$ cat src/rtl/spi_seq_fifo.sv
// spi_seq_fifo: transaction sequencer in front of spimaster_le.
// The CPU queues 8/16-bit words (with width and end-of-burst tags) in a TX FIFO.
// The sequencer opens the chip select and issues one word at a time over the
// we/both/tx handshake. It collects each result into an RX FIFO.
//
// Ports
//   clk, reset            system clock, async active-high reset
//   tx_push/data/both/last  TX FIFO write {last, both, data}
//   tx_full, tx_ovf       TX FIFO full, sticky push-while-full flag
//   rx_pop, rx_data, rx_empty  RX FIFO read side (show-ahead head)
//   busy                  sequencer active or TX words pending
//   spi_we/both/tx        command to spimaster_le
//   spi_rx, spi_running   result/status from spimaster_le
//   ssel_n                chip select, active low
//   irq                   only with SPI_SEQ_IRQ_EN: one-cycle end-of-burst pulse
//
// State table
//   IDLE       | waiting for a TX word and RX room
//   SETUP      | ssel_n low, counting CS_SETUP before the first word
//   ISSUE      | spi_we high for one cycle, TX head popped
//   WAIT_START | waiting for spi_running to rise
//   WAIT_DONE  | waiting for spi_running to fall, result captured
//   HOLD       | counting CS_HOLD before ssel_n rises
module spi_seq_fifo #(
  parameter int AW       = 3,
  parameter int CS_SETUP = 2,
  parameter int CS_HOLD  = 2
) (
  input  logic        clk,
  input  logic        reset,
  input  logic        tx_push,
  input  logic [15:0] tx_data,
  input  logic        tx_both,
  input  logic        tx_last,
  output logic        tx_full,
  output logic        tx_ovf,
  input  logic        rx_pop,
  output logic [15:0] rx_data,
  output logic        rx_empty,
  output logic        busy,
  output logic        spi_we,
  output logic        spi_both,
  output logic [15:0] spi_tx,
  input  logic [15:0] spi_rx,
  input  logic        spi_running,
  output logic        ssel_n
`ifdef SPI_SEQ_IRQ_EN
  ,
  output logic        irq
`endif
);

  localparam int DEPTH = 1 << AW;
  localparam int CMAX  = (CS_SETUP > CS_HOLD) ? CS_SETUP : CS_HOLD;
  localparam int CW    = (CMAX > 1) ? $clog2(CMAX) : 1;

  typedef enum logic [2:0] {
    S_IDLE, S_SETUP, S_ISSUE, S_WAIT_START, S_WAIT_DONE, S_HOLD
  } state_t;

  state_t state, state_nx;

  // ---------------- TX FIFO ----------------
  logic [17:0] tx_mem [DEPTH];
  logic [AW:0] tx_wr, tx_rd;
  logic        tx_empty, tx_pop, tx_pop_ok, tx_push_ok;
  logic [17:0] tx_head;

  assign tx_empty   = (tx_wr == tx_rd);
  assign tx_full    = (tx_wr[AW] != tx_rd[AW]) && (tx_wr[AW-1:0] == tx_rd[AW-1:0]);
  assign tx_head    = tx_mem[tx_rd[AW-1:0]];
  assign tx_pop_ok  = tx_pop && !tx_empty;
  // a pop in the same cycle frees the slot, so a push to a full FIFO still lands
  assign tx_push_ok = tx_push && (!tx_full || tx_pop_ok);

  always_ff @(posedge clk or posedge reset) begin
    if (reset) begin
      tx_wr  <= '0;
      tx_rd  <= '0;
      tx_ovf <= 1'b0;
    end else begin
      if (tx_push_ok) tx_wr <= tx_wr + 1'b1;
      if (tx_pop_ok)  tx_rd <= tx_rd + 1'b1;
      if (tx_push && !tx_push_ok) tx_ovf <= 1'b1;
    end
  end

  always_ff @(posedge clk) begin
    if (tx_push_ok) tx_mem[tx_wr[AW-1:0]] <= {tx_last, tx_both, tx_data};
  end

  // ---------------- RX FIFO ----------------
  logic [15:0] rx_mem [DEPTH];
  logic [AW:0] rx_wr, rx_rd;
  logic        rx_full, rx_push, rx_pop_ok, rx_push_ok;
  logic [15:0] rx_wdata;

  assign rx_empty   = (rx_wr == rx_rd);
  assign rx_full    = (rx_wr[AW] != rx_rd[AW]) && (rx_wr[AW-1:0] == rx_rd[AW-1:0]);
  assign rx_data    = rx_mem[rx_rd[AW-1:0]];
  assign rx_pop_ok  = rx_pop && !rx_empty;
  assign rx_push_ok = rx_push && (!rx_full || rx_pop_ok);

  always_ff @(posedge clk or posedge reset) begin
    if (reset) begin
      rx_wr <= '0;
      rx_rd <= '0;
    end else begin
      if (rx_push_ok) rx_wr <= rx_wr + 1'b1;
      if (rx_pop_ok)  rx_rd <= rx_rd + 1'b1;
    end
  end

  always_ff @(posedge clk) begin
    if (rx_push_ok) rx_mem[rx_wr[AW-1:0]] <= rx_wdata;
  end

  // ---------------- sequencer ----------------
  logic [CW-1:0] cnt;
  logic          cs_open, lat_last, lat_both;
  logic          load_issue, cs_drop, cs_rise, cs_open_set, hold_start;

  always_ff @(posedge clk or posedge reset) begin
    if (reset) state <= S_IDLE;
    else       state <= state_nx;
  end

  always_comb begin
    state_nx = state;
    case (state)
      S_IDLE: begin
        // RX room is reserved here: only one word is ever in flight
        if (!tx_empty && !rx_full) begin
          if (!cs_open)         state_nx = S_SETUP;
          else if (!spi_running) state_nx = S_ISSUE;
        end
      end
      S_SETUP:      if (cnt == '0 && !spi_running) state_nx = S_ISSUE;
      S_ISSUE:      state_nx = S_WAIT_START;
      S_WAIT_START: if (spi_running) state_nx = S_WAIT_DONE;
      S_WAIT_DONE:  if (!spi_running) state_nx = lat_last ? S_HOLD : S_IDLE;
      S_HOLD:       if (cnt == '0) state_nx = S_IDLE;
      default:      state_nx = S_IDLE;
    endcase
  end

  always_comb begin
    spi_we      = (state == S_ISSUE);
    tx_pop      = (state == S_ISSUE);
    rx_push     = (state == S_WAIT_DONE) && !spi_running;
    rx_wdata    = lat_both ? spi_rx : {8'h00, spi_rx[15:8]};
    load_issue  = (state != S_ISSUE) && (state_nx == S_ISSUE);
    cs_drop     = (state == S_IDLE) && (state_nx == S_SETUP);
    cs_open_set = (state == S_SETUP) && (state_nx == S_ISSUE);
    hold_start  = (state == S_WAIT_DONE) && (state_nx == S_HOLD);
    cs_rise     = (state == S_HOLD) && (cnt == '0);
    busy        = (state != S_IDLE) || !tx_empty;
  end

  always_ff @(posedge clk or posedge reset) begin
    if (reset) begin
      ssel_n   <= 1'b1;
      cs_open  <= 1'b0;
      cnt      <= '0;
      spi_tx   <= '0;
      spi_both <= 1'b0;
      lat_last <= 1'b0;
      lat_both <= 1'b0;
    end else begin
      if (cs_drop) begin
        ssel_n <= 1'b0;
        cnt    <= CW'(CS_SETUP - 1);
      end else if (hold_start) begin
        cnt <= CW'(CS_HOLD - 1);
      end else if ((state == S_SETUP || state == S_HOLD) && cnt != '0) begin
        cnt <= cnt - CW'(1);
      end
      if (cs_open_set) cs_open <= 1'b1;
      if (cs_rise) begin
        ssel_n  <= 1'b1;
        cs_open <= 1'b0;
      end
      // tx/both are registered so they hold their last values between issues
      if (load_issue) begin
        spi_both <= tx_head[16];
        spi_tx   <= tx_head[16] ? tx_head[15:0] : {8'h00, tx_head[7:0]};
        lat_both <= tx_head[16];
        lat_last <= tx_head[17];
      end
    end
  end

`ifdef SPI_SEQ_IRQ_EN
  always_ff @(posedge clk or posedge reset) begin
    if (reset) irq <= 1'b0;
    else       irq <= cs_rise;
  end
`endif

endmodule

$ cat config.mk
export PLATFORM = sky130hd
export DESIGN_NAME = spi_seq_fifo
export DESIGN_NICKNAME = d
export VERILOG_FILES = /design/src/rtl/spi_seq_fifo.sv
export SDC_FILE = /design/constraint.sdc
export NUM_CORES = 1
export LEC_CHECK = 0
export CAP_MARGIN = 25
export CORE_MARGIN = 2
export CORE_UTILIZATION = 53
export DETAILED_ROUTE_END_ITERATION = 7
export PLACE_DENSITY = 0.76
export SLEW_MARGIN = 0
export SYNTH_ARGS = -nofsm -noshare
export SYNTH_HDL_FRONTEND = slang
export SYNTH_SLANG_ARGS = --single-unit
$ cat constraint.sdc
create_clock -name clk -period 3 [get_ports clk]
set_input_delay 0.6 -clock clk [delete_from_list [all_inputs] [get_ports clk]]
set_output_delay 0.6 -clock clk [all_outputs]
set_load 0.1 [all_outputs]
==> flow_summary_export.csv <==
group,metric,value,unit
outcome,status,"finished clean",
routing,drt_iter0_markers,359,
yosys,synth_area_leader_cell,"edfxtp_1",
pwr,p_per_area,1144,mW/mm²
clock_network,cts.sinks,313,
pwr,cellLeakagePower,5.119,nW
critical_path,critical-path-top-delay-family,"multiplexers",
critical_path,crit_start,"rx_rd[1]",
yosys,synthesis.area,0.01243,mm²
clock_network,clkLatencyLatePin,0.56,ns
clock_network,cts_max_level,1,
layout,finalNonFillerCells,1053,
routing,num_vias,5906,
routing,drt_wl_total,23350,µm
yosys,ys_ff_latch,313,
critical_path,max_stage_delay,0.44,ns
placed_design,hpwl,14440,µm
timing,slew_headroom,0.5037,
yosys,yosysWarnings,0,
critical_path,path_class,"flip-flop to output port",
yosys,synth_top_cells_by_area,"edfxtp_1 (66%), mux4_2 (12%), dfrtp_1 (8.1%), mux2_2 (4.0%), mux2_4 (1.1%)",
timing,fin_ws,0.1091,ns
timing,tns,0,ns
yosys,synthCells,601,
floorplan,start_util,0.5344,
critical_path,end_kind,"output port",
min_path,hold_path_class,"input port to asynchronous set/reset pin",
critical_path,cp_num_buf_inv,2,
global_routing,antenna_found_initial,0,
yosys,synth_edf_count,272,
routing,drc,0,
floorplan,dieArea,0.02469,mm²
timing,grt_setup_unrepaired,"no",
global_routing,overflow,0,
timing,skew,0.02287,ns
clock_network,clockRootBuffer,"clkbuf_16",
floorplan,ios,78,
routing,wl_per_cell,22.18,µm
critical_path,startpoint_type,"flip-flop",
layout,area_growth,19.64,%
critical_path,worst-r2r-setup-slack,0.46,ns
timing,period_needed,2.891,ns
yosys,avgSynthCellArea,20.68,µm²
layout,finalNetCount,752,
yosys,synth_nets,644,
global_routing,grt_use_total,0.1942,
floorplan,die_x,157.1,µm
floorplan,core,0.02326,mm²
yosys,ys_types,44,
placed_design,gp_congestion,0.7508,
flow_run,maxCapViolations,0,
critical_path,cp_slowest_cell,"mux4_2",
placed_design,io_buffers,77,
timing,report.final.setup_viol,0,
routing,via_per_inst,5.609,
global_routing,grt_pass1_vias,6283,
critical_path,crit_fanout,35,
placed_design,dp_cells,993,
yosys,synth_common_cells,"edfxtp_1 (272), mux4_2 (68), mux2_2 (44)",
critical_path,r2r-end,"spi_tx[5]",
yosys,yosysMostFrequentCell,"edfxtp_1",
critical_path,crit_arrival,2.29,ns
yosys,synth-main-ff-cell,"edfxtp_1",
routing,drtAntennaViolNets,0,
clock_network,tritoncts,"yes",
yosys,synth_top_area_share,0.6571,
floorplan,fp-row-count,56,
layout,drive_gt1_frac,0.3529,
clock_network,clock_path_buffers,3,
yosys,yosysSeqAreaShare,0.7397,
global_routing,grt_max_degree,40,
timing,finalHoldViolCount,0,
critical_path,crit_required,2.40,ns
clock_network,cts_buffers,31,
routing,first_pass_iters,5,
yosys,synthArstFlopShare,0.1310,
critical_path,crit_chain,"buf_4 -> mux4_2 -> mux2_2 -> buf_12",
layout,antennaDiodeCount,0,
timing,fmax,345.9,MHz
timing,tightest_slew,0.7445,ns
timing,slew_viol_final,0,
critical_path,r2r_start,"tx_wr[2]",
timing,timing.hold.ws,0.4189,ns
critical_path,r2r_cells,5,
placed_design,pre_cts_slack,0.3156,ns
pwr,peakVddDrop,0.7285,mV
timing,min_period_over_period,0.9636,
clock_network,clkTransAtPathRegs,0.07,ns
floorplan,dieHeight,157.1,µm
global_routing,grt_pass1_wl,35630,µm
## flip-flops by register name (all words and copies together), names as in the netlist
name      flops
tx_mem      144
cs_open       1
rx_rd         4
lat_last      1
tx_rd         4
tx_ovf        1
rx_mem      128
state         3
ssel_n        1
spi_tx       16
tx_wr         4
rx_wr         4
spi_both      1
cnt           1
## metrics by stage
stage | utilization | instance area (µm²) | total power (W)
after global placement | 0.5962 | 13870 | 0.01327
after detailed placement | 0.5962 | 13870 | 0.01347
final | 0.6393 | 14870 | 0.01701
after global routing | 0.6393 | 14870 | 0.01766
after CTS | 0.6393 | 14870 | 0.01719
after floorplan | - | 12460 | 0.01141
## where the power goes
part           internal (W)  switching, W
sequential          0.00550      0.000419
combinational       0.00293       0.00450
clock               0.00208       0.00159
total                0.0105       0.00651
## layout make-up
type | count | area [µm²]
Clock inverter | 24 | 198.9
Fill cell | 1577 | 8391
Sequential cell | 313 | 9200
Tap cell | 319 | 399.1
Clock buffer | 34 | 787.0
Timing Repair Buffer | 105 | 1146
Inverter | 7 | 26.28
Multi-Input combinational cell | 251 | 3114
## placed cells by master, fill, tap and decap left out, types with 6 or more instances in the layout
master	count
dfrtp_1	38
mux4_2	68
clkbuf_16	31
and2_1	8
mux2_4	9
nand2_1	22
clkinv_2	6
nor3_2	6
mux2_2	44
clkdlybuf4s50_1	38
xor2_1	7
mux2i_1	10
nor2_1	20
inv_1	6
xnor2_1	11
buf_4	46
buf_12	21
edfxtp_1	272
## layer usage
metal | wire (µm) | up-vias | track usage
met5 | 0 | - | 0
met4 | 444 | 0 | 0.04762
met3 | 1285 | 37 | 0.03139
met2 | 12450 | 162 | 0.3484
met1 | 9167 | 3071 | 0.2501
li1 | - | 2636 | -
## worst register-to-register path, cell delays in order (launching register included)
cell	delay, ns
dfrtp_1	0.57
xor2_1	0.42
nor4b_4	0.13
or4b_4	0.55
nand4_4	0.36
mux2_2	0.40
## logic make-up (layout without fill, tap and decap cells)
| logic type | Yosys count | after routing | share of synthesized area |
|---|---|---|---|
| buf+inv | 37 | 170 | 0.01490 |
| simple gates | 83 | 83 | 0.03603 |
| fa+ha+maj | 4 | 4 | 0.004026 |
| mux | 131 | 131 | 0.1820 |
| xor+xnor | 20 | 20 | 0.01530 |
| flops | 313 | 313 | 0.7397 |
| compound gates | 13 | 13 | 0.008053 |
## how the worst max path moves through the flow
stage	endpoint	cells after the start	slack (ns)
2_1_floorplan	tx_mem[1][0]	6	-0.08
3_5_place_dp	spi_tx[10]	6	0.32
5_1_grt	rx_data[1]	4	0.03
4_1_cts	rx_data[8]	4	0.08
6_report	rx_data[10]	4	0.11
3_3_place_gp	spi_tx[12]	6	0.39
## repair_timing
item / CTS / global route
hold buffers: 0 / 0
resized for setup: 1 / 0
setup buffers: 2 / 0
endpoints found under the setup margin: 16 / 0
Power figures use the tool's default switching activity.
